==> config.mk <==
export PLATFORM = sky130hd
export DESIGN_NAME = wfq_div_stage
export DESIGN_NICKNAME = d
export VERILOG_FILES = /design/src/rtl/wfq_pkg.sv /design/src/rtl/wfq_seq_divider.sv /design/src/rtl/wfq_div_stage.sv
export SDC_FILE = /design/constraint.sdc
export NUM_CORES = 1
export LEC_CHECK = 0
export BUFFER_PORTS_ARGS = -buffer_cell sky130_fd_sc_hd__buf_2
export CELL_PAD_IN_SITES_DETAIL_PLACEMENT = 1
export CELL_PAD_IN_SITES_GLOBAL_PLACEMENT = 2
export CORE_ASPECT_RATIO = 0.9
export CORE_UTILIZATION = 30
export CTS_CLUSTER_SIZE = 8
export DETAILED_ROUTE_END_ITERATION = 8
export GPL_ROUTABILITY_DRIVEN = 0
export GPL_TIMING_DRIVEN = 0
export PLACE_DENSITY = 0.57
export SLEW_MARGIN = 40
export SYNTH_ARGS = -nofsm -noshare
export SYNTH_HDL_FRONTEND = slang
export SYNTH_HIERARCHICAL = 1
export SYNTH_SLANG_ARGS = --single-unit
export TNS_END_PERCENT = 1
==> constraint.sdc <==
create_clock -name clk -period 4.4 [get_ports clk]
set_input_delay 1.1 -clock clk [delete_from_list [all_inputs] [get_ports clk]]
set_output_delay 1.1 -clock clk [all_outputs]
set_load 0.02 [all_outputs]
==> src/rtl/wfq_pkg.sv <==
// wfq_pkg: shared widths, FSM encoding and constants for the WFQ divide stage.
// Included by wfq_div_stage and wfq_seq_divider.
package wfq_pkg;

    localparam int DEF_CLASS_WIDTH  = 5;
    localparam int DEF_WEIGHT_WIDTH = 16;
    localparam int DEF_PKT_WIDTH    = 16;
    localparam int CLASS_ID_COUNT   = 2 ** DEF_CLASS_WIDTH;

    localparam int WEIGHT_RESET = 1;

    localparam logic [DEF_WEIGHT_WIDTH-1:0] QUOTIENT_SAT = '1;

    typedef enum logic {
        IDLE = 1'b0,
        DIV  = 1'b1
    } state_t;

endpackage

==> src/rtl/wfq_seq_divider.sv <==
// wfq_seq_divider: radix-2 restoring divider, one dividend bit per cycle, MSB first.
// done and the result ports are valid in the cycle of the final iteration.
module wfq_seq_divider
    import wfq_pkg::*;
#(
    parameter int N = DEF_PKT_WIDTH,
    parameter int W = DEF_WEIGHT_WIDTH
) (
    input  logic         clk,
    input  logic         rstn,
    input  logic         start,
    input  logic [N-1:0] dividend,
    input  logic [W-1:0] divisor,
    output logic         done,
    output logic [W-1:0] quotient,
    output logic [W-1:0] remainder
);

    localparam int CNT_W = $clog2(N + 1);

    logic             active;
    logic [CNT_W-1:0] cnt;
    logic [W:0]       rem;
    logic [W:0]       rem_shift;
    logic [W:0]       rem_next;
    logic [N-1:0]     dvd;
    logic [N-1:0]     quo;
    logic [N-1:0]     quo_next;
    logic [W-1:0]     dsr;
    logic             ge;

    assign rem_shift = (rem << 1) | {{W{1'b0}}, dvd[N-1]};
    assign ge        = (rem_shift >= {1'b0, dsr});
    assign rem_next  = ge ? (rem_shift - {1'b0, dsr}) : rem_shift;
    assign quo_next  = (quo << 1) | N'(ge);

    assign done      = active && (cnt == CNT_W'(N - 1));
    assign quotient  = W'(quo_next);
    assign remainder = rem_next[W-1:0];

    always_ff @(posedge clk) begin
        if (!rstn) begin
            active <= 1'b0;
            cnt    <= '0;
            rem    <= '0;
            dvd    <= '0;
            quo    <= '0;
            dsr    <= '0;
        end else if (start) begin
            active <= 1'b1;
            cnt    <= '0;
            rem    <= '0;
            dvd    <= dividend;
            quo    <= '0;
            dsr    <= divisor;
        end else if (active) begin
            rem <= rem_next;
            dvd <= dvd << 1;
            quo <= quo_next;
            cnt <= cnt + 1'b1;
            if (done) begin
                active <= 1'b0;
            end
        end
    end

endmodule

==> src/rtl/wfq_div_stage.sv <==
// wfq_div_stage: per-class weight lookup and pkt_len/weight division for the WFQ engine.
// Define WFQ_DIV_POW2_FASTPATH_EN for single-cycle results on power-of-two weights.
module wfq_div_stage
    import wfq_pkg::*;
#(
    parameter int CLASS_WIDTH  = DEF_CLASS_WIDTH,
    parameter int WEIGHT_WIDTH = DEF_WEIGHT_WIDTH,
    parameter int PKT_WIDTH    = DEF_PKT_WIDTH
) (
    input  logic                    clk,
    input  logic                    rstn,
    input  logic                    req_valid,
    output logic                    req_ready,
    input  logic [CLASS_WIDTH-1:0]  req_class_id,
    input  logic [PKT_WIDTH-1:0]    req_pkt_len,
    input  logic                    cfg_wr_en,
    input  logic [CLASS_WIDTH-1:0]  cfg_class_id,
    input  logic [WEIGHT_WIDTH-1:0] cfg_weight,
    output logic                    div_valid,
    output logic [CLASS_WIDTH-1:0]  div_class_id,
    output logic [WEIGHT_WIDTH-1:0] div_quotient,
    output logic [WEIGHT_WIDTH-1:0] div_remain
);

    localparam int N_CLASS = 2 ** CLASS_WIDTH;

    logic [WEIGHT_WIDTH-1:0] wtab [N_CLASS];
    state_t                  state;
    logic [CLASS_WIDTH-1:0]  cls_q;
    logic [WEIGHT_WIDTH-1:0] w_rd;
    logic                    accept;
    logic                    w_zero;
    logic                    fast;
    logic                    start;
    logic                    div_done;
    logic [WEIGHT_WIDTH-1:0] fast_q;
    logic [WEIGHT_WIDTH-1:0] fast_r;
    logic [WEIGHT_WIDTH-1:0] core_q;
    logic [WEIGHT_WIDTH-1:0] core_r;

    assign req_ready = (state == IDLE);
    assign accept    = req_valid && req_ready;
    assign w_rd      = wtab[req_class_id];
    assign w_zero    = (w_rd == '0);

`ifdef WFQ_DIV_POW2_FASTPATH_EN
    assign fast   = !w_zero && ((w_rd & (w_rd - 1'b1)) == '0);
    assign fast_r = WEIGHT_WIDTH'(req_pkt_len) & (w_rd - 1'b1);

    always_comb begin
        fast_q = '0;
        for (int i = 0; i < WEIGHT_WIDTH; i++) begin
            if (w_rd[i]) begin
                fast_q = WEIGHT_WIDTH'(req_pkt_len) >> i;
            end
        end
    end
`else
    assign fast   = 1'b0;
    assign fast_q = '0;
    assign fast_r = '0;
`endif

    assign start = accept && !w_zero && !fast;

    wfq_seq_divider #(
        .N (PKT_WIDTH),
        .W (WEIGHT_WIDTH)
    ) u_div (
        .clk       (clk),
        .rstn      (rstn),
        .start     (start),
        .dividend  (req_pkt_len),
        .divisor   (w_rd),
        .done      (div_done),
        .quotient  (core_q),
        .remainder (core_r)
    );

    always_ff @(posedge clk) begin
        if (!rstn) begin
            state        <= IDLE;
            cls_q        <= '0;
            div_valid    <= 1'b0;
            div_class_id <= '0;
            div_quotient <= '0;
            div_remain   <= '0;
            for (int i = 0; i < N_CLASS; i++) begin
                wtab[i] <= WEIGHT_WIDTH'(WEIGHT_RESET);
            end
        end else begin
            div_valid <= 1'b0;
            // Table read above sees the pre-write value on a same-cycle hit.
            if (cfg_wr_en) begin
                wtab[cfg_class_id] <= cfg_weight;
            end
            unique case (state)
                IDLE: begin
                    if (accept) begin
                        cls_q <= req_class_id;
                        if (w_zero || fast) begin
                            div_valid    <= 1'b1;
                            div_class_id <= req_class_id;
                            div_quotient <= w_zero ? '1 : fast_q;
                            div_remain   <= w_zero ? '0 : fast_r;
                        end else begin
                            state <= DIV;
                        end
                    end
                end
                DIV: begin
                    if (div_done) begin
                        div_valid    <= 1'b1;
                        div_class_id <= cls_q;
                        div_quotient <= core_q;
                        div_remain   <= core_r;
                        state        <= IDLE;
                    end
                end
                default: state <= IDLE;
            endcase
        end
    end

endmodule

==> run summary, run 1 <==
SETUP PATH
--------------------------------------------------------------------------------------
Crit path max fanout ....................................................           10
Element type at the critical path end ...................................    flip-flop
Worst setup path category ............................................... primary input to flip-flop
Startpoint of the lowest-slack register-to-register path ................ wtab[2][10]$_SDFFCE_PN0P_
Reg2Reg Depth ...........................................................           14
Launch point of the worst path .......................................... req_class_id[1]
Required time worst endpoint ............................................      4.93 ns
CP Launch Type .......................................................... primary input
Crit path arrival time ..................................................      4.82 ns

LOGIC SYNTHESIS
--------------------------------------------------------------------------------------
Flip-flop and latch count after synthesis ...............................          625
Average cell area after synthesis .......................................     12.5 µm²
Synth Cell Area .........................................................    29300 µm²
Fraction of registers with async set or reset after synthesis ...........           0%
Post-synth EDFFs ........................................................          512
Count of synthesis-stage warnings from yosys ............................            6
Post-Syn Nets ...........................................................         2407
Number of distinct standard cells referenced by the synthesized netlist .           65
Most common flop cell mapped by yosys ................................... sky130_fd_sc_hd__edfxtp_1
Sequential fraction of the synthesis area ...............................        60.2%
Cells after Synth .......................................................         2342

FLOORPLANNING
--------------------------------------------------------------------------------------
Starting density of the core ............................................        30.3%
I/O pin count ...........................................................           85
CORE AREA ...............................................................    96600 µm²
Cell row count ..........................................................          108
Floorplan die area ......................................................    98900 µm²
Chip height .............................................................       298 µm
Die width ...............................................................       331 µm

STA
--------------------------------------------------------------------------------------
Slew at the pin with the worst max-slew slack ...........................     0.897 ns
Post-layout min period ..................................................      4.29 ns
Max Clk Rate ............................................................      233 MHz
Final clock period utilization by the worst path ........................        97.5%
Final setup violation count .............................................            0
Pins Over Slew Limit ....................................................            0
Hold Vio Cnt, Final .....................................................            0
Max-Slew Margin vs Limit ................................................        40.2%
Unrepaired setup endpoints after global routing .........................         true
Largest clock skew in the final design ..................................    0.0269 ns

DRT
--------------------------------------------------------------------------------------
Total wirelength of the detailed-routed design ..........................    112000 µm
Post-DRT Antenna Nets ...................................................            0
Detailed-router iteration count before antenna repair ...................            5
Post-route DRC violation count ..........................................            0
Vias post-DR ............................................................        19800
Via count normalized by instance count ..................................         5.17
Violation count after the first detailed-routing iteration ..............         1497
Average detailed-routed wire length per instance ........................      29.1 µm

CTS
--------------------------------------------------------------------------------------
Clock sink total ........................................................          625
Total of hold buffers inserted after clock tree synthesis ...............            0
Number of CTS-inserted buffers ..........................................           88
Number of levels the H-tree was split into ..............................            3
Clock tree root driver cell ............................................. sky130_fd_sc_hd__clkbuf_16
Clock Latency Late Sink .................................................      0.66 ns
Maximum count of clock buffers along a single path ......................            3
Buffer count from post-CTS setup fixing .................................            0
Clock slew at the register clock pins of the worst setup and hold paths .      0.05 ns
TritonCTS clock tree ....................................................         done

GRT
--------------------------------------------------------------------------------------
Largest net degree at the start of global routing .......................           17
GR Layer Usage met1 .....................................................        31.1%
Vias in the first global route ..........................................        20800
GR Layer Usage met2 .....................................................        35.3%
Number of antenna violations at the first check in global routing .......           11
Met3 track demand over resource .........................................        3.39%
Global-route usage over all layers ......................................        22.4%
GRT busiest layer .......................................................         met2
Sum of overflow across all layers after global routing ..................            0
First-pass GRT wire length ..............................................    156000 µm

POWER AND IR DROP
--------------------------------------------------------------------------------------
Net Sw Power ............................................................      4.02 mW
Maximum ir drop on the vdd rail .........................................   0.000285 V
Comb power frac .........................................................        13.2%
Leakage Power ...........................................................      13.0 nW
Power per unit of standard cell area ....................................   434 nW/µm²
Switching share of total power ..........................................        26.7%
Power, Total ............................................................      15.0 mW
Clock power frac ........................................................        41.6%
Part of the power in registers ..........................................        45.2%
Cell internal power dissipation .........................................      11.0 mW

JOB
--------------------------------------------------------------------------------------
Number of maximum-capacitance violations ................................            0

OUTCOME
--------------------------------------------------------------------------------------
Status ..................................................................    completed

HOLD PATH
--------------------------------------------------------------------------------------
Class of the most critical hold timing path ............................. flip-flop to flip-flop
Hold path startpoint .................................................... cls_q[4]$_SDFFE_PN0P_
Number of cells on the worst hold path ..................................            2

LAYOUT
--------------------------------------------------------------------------------------
Area delta synth->final .................................................        18.4%
Core occupancy in the finished layout ...................................        35.9%
Layout net count ........................................................         2607
Layout cell share with drive strength beyond 1 ..........................        15.2%

PLACEMENT
--------------------------------------------------------------------------------------
Number of input and output port buffers inserted ........................           83
Estimated wirelength of the detail-placed design ........................     79800 µm

## power by group through the flow
stage	clock, mW	sequential [mW]	combinational (mW)
floorplan	0	6.88	1.13
global placement	0	6.92	1.87
detailed placement	0	6.91	1.97
CTS	6.40	6.80	1.99
global route	6.60	6.82	2.12
finish	6.26	6.80	1.99
## critical path: stages
cell,delay (ns)
sky130_fd_sc_hd__buf_6,0.10
sky130_fd_sc_hd__buf_6,0.16
sky130_fd_sc_hd__buf_4,0.34
sky130_fd_sc_hd__mux2i_1,0.14
sky130_fd_sc_hd__a22oi_1,0.44
sky130_fd_sc_hd__nand2_1,0.26
sky130_fd_sc_hd__o22ai_1,0.44
sky130_fd_sc_hd__a211o_1,0.21
sky130_fd_sc_hd__nor4_1,0.07
sky130_fd_sc_hd__and4_4,0.21
sky130_fd_sc_hd__nor2_1,0.12
sky130_fd_sc_hd__clkbuf_2,0.28
sky130_fd_sc_hd__clkbuf_4,0.32
sky130_fd_sc_hd__clkbuf_2,0.28
sky130_fd_sc_hd__o21ai_0,0.14
sky130_fd_sc_hd__and2_1,0.16
## through the flow
stage	hold slack, ns	std cells	setup WS (ns)	setup TNS (ns)	cell area (µm²)
after floorplan	0.436	2342	0.587	0	29300
after global routing	0.493	3834	-0.0518	-0.230	34700
after global placement	0.447	3690	-1.69	-803.39	31300
after detailed placement	0.454	3718	-1.48	-102.83	32100
after CTS	0.461	3834	0.0453	0	34600
final	0.454	3835	0.108	0	34700
## final timing paths
| check | to | slack (ns) |
|---|---|---|
| hold / removal | cls_q[4]$_SDFFE_PN0P_ | 0.45 |
| setup reg to reg | u_div/dvd[11]$_SDFFE_PN0P_ | 0.87 |
| hold reg to reg | cls_q[4]$_SDFFE_PN0P_ | 0.45 |
| setup / recovery | u_div/dvd[2]$_SDFFE_PN0P_ | 0.11 |
## registers in the layout (all words and copies together) (netlist names)
signal and cells:
wtab 512, div_quotient 16, div_remain 16, u_div/dsr 16
u_div/dvd 16, u_div/rem 16, u_div/quo 15, cls_q 5
div_class_id 5, u_div/cnt 5, div_valid 1, state 1
u_div/active 1
## metal layers
layer,part of all wire [%],vias up
met5,0,-
met4,3.5,0
met3,5.1,163
met2,45,523
met1,46,10300
li1,-,8873
## cells in the mapped netlist, drive strengths merged (16+ instances only)
cell / n / area, µm²
a21oi: 56 / 284
clkbuf: 134 / 503
o22ai: 17 / 106
o21ai: 78 / 394
a32o: 16 / 160
buf: 67 / 477
or3: 39 / 244
ha: 18 / 225
nor2b: 25 / 156
a22oi: 81 / 608
dfxtp: 113 / 2260
a22o: 16 / 140
inv: 25 / 96.4
and2: 499 / 3120
nor2: 88 / 333
a211o: 16 / 140
nand2: 93 / 357
a211oi: 20 / 155
mux2i: 293 / 2930
o221a: 16 / 180
edfxtp: 512 / 15400
mux2: 21 / 255
## layout make-up
class	count	area, µm²
repair buffers	111	845
plain buffers	200	1100
clock buffers	111	2330
flip-flops and latches	625	17600
inverters	25	96.3
fillers	10200	61900
well taps	1265	1580
diodes	1	2.50
clock inverters	6	78.8
multi-input cells	1491	11000
## cells by family after synthesis
family	Yosys count	synth area share (%)
multiplexers	314	10.9
AO/OA/AOI/OAI	359	8.63
flip-flops	625	60.2
AND/OR/NAND/NOR	786	15.4
adder cells (fa/ha/maj)	19	0.837
buffers and inverters	226	3.67
XOR/XNOR	13	0.389
## timing repair
| action | 4_1_cts | 5_1_grt |
|---|---|---|
| endpoints found under the setup margin | 69 | 44 |
| gates cloned | 0 | 0 |
| hold endpoints to repair | 0 | 0 |
| resized for setup | 46 | 12 |
## cell usage in the layout, fill, tap and decap left out, types with 26 or more instances in the layout
| master | count |
|---|---|
| sky130_fd_sc_hd__buf_2 | 92 |
| sky130_fd_sc_hd__dfxtp_1 | 113 |
| sky130_fd_sc_hd__o21ai_4 | 32 |
| sky130_fd_sc_hd__or3_1 | 39 |
| sky130_fd_sc_hd__nand2_1 | 92 |
| sky130_fd_sc_hd__clkbuf_16 | 90 |
| sky130_fd_sc_hd__buf_6 | 27 |
| sky130_fd_sc_hd__o21ai_0 | 38 |
| sky130_fd_sc_hd__edfxtp_1 | 512 |
| sky130_fd_sc_hd__nor2_1 | 87 |
| sky130_fd_sc_hd__buf_8 | 26 |
| sky130_fd_sc_hd__a22oi_1 | 81 |
| sky130_fd_sc_hd__buf_4 | 29 |
| sky130_fd_sc_hd__mux2i_1 | 293 |
| sky130_fd_sc_hd__a21oi_1 | 55 |
| sky130_fd_sc_hd__and2_1 | 498 |
| sky130_fd_sc_hd__clkbuf_1 | 129 |
No activity file was read; power rests on OpenSTA's default activity.
==> inputs of run 2 (changes only) <==
--- a/config.mk
+++ b/config.mk
@@ -13,7 +13,6 @@
 export CTS_CLUSTER_SIZE = 8
 export DETAILED_ROUTE_END_ITERATION = 8
 export GPL_ROUTABILITY_DRIVEN = 0
-export GPL_TIMING_DRIVEN = 0
 export PLACE_DENSITY = 0.57
 export SLEW_MARGIN = 40
 export SYNTH_ARGS = -nofsm -noshare
==> run summary, run 2 (synthesized netlist as in run 1, its figures left out) <==
FLOORPLANNING
--------------------------------------------------------------------------------------
Starting density of the core ............................................        30.3%
Floorplan die area ......................................................    98900 µm²
Die width ...............................................................       331 µm
CORE AREA ...............................................................    96600 µm²
Cell row count ..........................................................          108
Chip height .............................................................       298 µm
I/O pin count ...........................................................           85

LAYOUT
--------------------------------------------------------------------------------------
Largest register by flop count ..........................................         wtab
Most frequent cells in the layout ....................................... sky130_fd_sc_hd__edfxtp_1, sky130_fd_sc_hd__and2_1, sky130_fd_sc_hd__mux2i_1
Area delta synth->final .................................................        16.3%
Leading cell type in the layout, fill and taps excluded ................. sky130_fd_sc_hd__edfxtp_1
Layout net count ........................................................         2506
Layout cell share with drive strength beyond 1 ..........................        15.1%
Max reg flops ...........................................................          512
Filler-free cell count of the finished design ...........................         3744
Count of filler cells inserted in the layout ............................        10200
Core occupancy in the finished layout ...................................        35.2%
Sequential standard cell area ...........................................    17600 µm²
Area occupied by multi-input gates ......................................    10600 µm²

POWER AND IR DROP
--------------------------------------------------------------------------------------
Switching share of total power ..........................................        25.9%
Part of the power in registers ..........................................        46.0%
Clock power frac ........................................................        42.2%
Net Sw Power ............................................................      3.83 mW
Power, Total ............................................................      14.8 mW
Cell internal power dissipation .........................................      11.0 mW
Comb power frac .........................................................        11.9%
Power per unit of standard cell area ....................................   435 nW/µm²
Maximum ir drop on the vdd rail .........................................   0.000305 V
Leakage Power ...........................................................      12.9 nW

CTS
--------------------------------------------------------------------------------------
Maximum count of clock buffers along a single path ......................            3
Number of CTS-inserted buffers ..........................................           88
Number of levels the H-tree was split into ..............................            3
Clock sink total ........................................................          625
Total of hold buffers inserted after clock tree synthesis ...............            0
Clock Latency Late Sink .................................................      0.65 ns
CTS resizes .............................................................            0
TritonCTS clock tree ....................................................         done
Buffer count from post-CTS setup fixing .................................            0
Clock tree root driver cell ............................................. sky130_fd_sc_hd__clkbuf_16
Clock slew at the register clock pins of the worst setup and hold paths .      0.05 ns

DRT
--------------------------------------------------------------------------------------
Total wirelength of the detailed-routed design ..........................     90400 µm
Detailed-router iteration count before antenna repair ...................            5
Via count normalized by instance count ..................................         4.98
Violation count after the first detailed-routing iteration ..............          981
Vias post-DR ............................................................        18600
Post-DRT Antenna Nets ...................................................            0
Post-route DRC violation count ..........................................            0
Average detailed-routed wire length per instance ........................      24.2 µm

STA
--------------------------------------------------------------------------------------
Final clock period utilization by the worst path ........................        84.7%
Final setup violation count .............................................            0
Max-Slew Margin vs Limit ................................................        42.7%
Total negative setup slack ..............................................         0 ns
Hold Vio Cnt, Final .....................................................            0
Pins Over Slew Limit ....................................................            0
Post-layout min period ..................................................      3.73 ns
Unrepaired setup endpoints after global routing .........................        false
Largest clock skew in the final design ..................................    0.0419 ns
Max Clk Rate ............................................................      268 MHz
Worst hold slack across all endpoints ...................................     0.456 ns
Slew at the pin with the worst max-slew slack ...........................     0.859 ns

SETUP PATH
--------------------------------------------------------------------------------------
Crit path max fanout ....................................................           15
Element type at the critical path end ...................................    flip-flop
Crit path arrival time ..................................................      4.29 ns
Startpoint of the lowest-slack register-to-register path ................ u_div/dsr[12]$_SDFFE_PN0P_
Launch point of the worst path .......................................... req_class_id[1]
CP Launch Type .......................................................... primary input
Worst setup path category ............................................... primary input to flip-flop
Required time worst endpoint ............................................      4.96 ns

OUTCOME
--------------------------------------------------------------------------------------
Status ..................................................................    completed

HOLD PATH
--------------------------------------------------------------------------------------
Hold path startpoint .................................................... cls_q[4]$_SDFFE_PN0P_
Class of the most critical hold timing path ............................. flip-flop to flip-flop

PLACEMENT
--------------------------------------------------------------------------------------
Estimated wirelength of the detail-placed design ........................     58700 µm
Inst Count DP ...........................................................         3616
Number of input and output port buffers inserted ........................           84

GRT
--------------------------------------------------------------------------------------
Number of antenna violations at the first check in global routing .......            3
First-pass GRT wire length ..............................................    134000 µm
Sum of overflow across all layers after global routing ..................            0
Global-route usage over all layers ......................................        18.2%
Vias in the first global route ..........................................        19900
Largest net degree at the start of global routing .......................           51

JOB
--------------------------------------------------------------------------------------
Number of maximum-capacitance violations ................................            0

==> run 2: cell count changes in the layout (fill, tap and decap cells not counted), sizes merged <==
cell,previous run,this run
clkinv,2,1
buf,177,210
diode,1,2
clkbuf,245,121
==> run 2: cell type report <==
cell class,instances,area share (%)
tap,1265,4.65
clock buffer,121,6.89
sequential,625,51.8
timing repair buffer,210,4.88
clock inverter,5,0.224
inverter,25,0.283
antenna,2,0.0147
multi-input combinational,1491,31.2
==> run 2: final timing paths <==
| kind | to | slack (ns) | cells after the start |
|---|---|---|---|
| worst max-delay path | u_div/rem[2]$_SDFFE_PP0P_ | 0.67 | 15 |
| worst max register to register | div_remain[9]$_SDFFE_PN0P_ | 1.32 | 10 |
| worst min-delay path | cls_q[4]$_SDFFE_PN0P_ | 0.46 | 2 |
| worst min register to register | cls_q[4]$_SDFFE_PN0P_ | 0.46 | 2 |
==> run 2: power groups by stage <==
stage	Clock, mW	Combinational, mW	Sequential, mW
after floorplan	0	1.13	6.88
after global placement	0	1.76	6.92
after detailed placement	0	1.79	6.93
after CTS	6.43	1.80	6.82
after global routing	6.63	1.92	6.84
final	6.25	1.76	6.81
==> run 2: critical path: stages <==
cell,delay (ns)
sky130_fd_sc_hd__buf_8,0.11
sky130_fd_sc_hd__buf_12,0.18
sky130_fd_sc_hd__buf_4,0.20
sky130_fd_sc_hd__mux2i_1,0.48
sky130_fd_sc_hd__a22oi_1,0.22
sky130_fd_sc_hd__o21ai_0,0.13
sky130_fd_sc_hd__a211oi_1,0.09
sky130_fd_sc_hd__a211o_1,0.44
sky130_fd_sc_hd__nor4_1,0.22
sky130_fd_sc_hd__and4_4,0.32
sky130_fd_sc_hd__nor2_4,0.07
sky130_fd_sc_hd__nor2b_1,0.13
sky130_fd_sc_hd__buf_4,0.20
sky130_fd_sc_hd__o21ai_0,0.16
sky130_fd_sc_hd__a31oi_1,0.19
==> run 2: per-stage QoR <==
step,instance area [µm²],worst slack [ns]
after floorplan,29300,0.587
after global placement,31500,0.0180
after detailed placement,31600,0.00365
after CTS,34000,0.680
after global routing,34000,0.501
final,34100,0.674
==> run 2: layer usage <==
| layer | vias to the layer above | part of all wire (%) | GRT usage [%] | wire, µm |
|---|---|---|---|---|
| met5 | - | 0.014 | 0 | 13 |
| met4 | 2 | 2.1 | 4.45 | 1890 |
| met3 | 104 | 3.1 | 2.63 | 2820 |
| met2 | 270 | 46 | 29.8 | 42000 |
| met1 | 9593 | 48 | 25.5 | 43800 |
| li1 | 8673 | - | - | - |
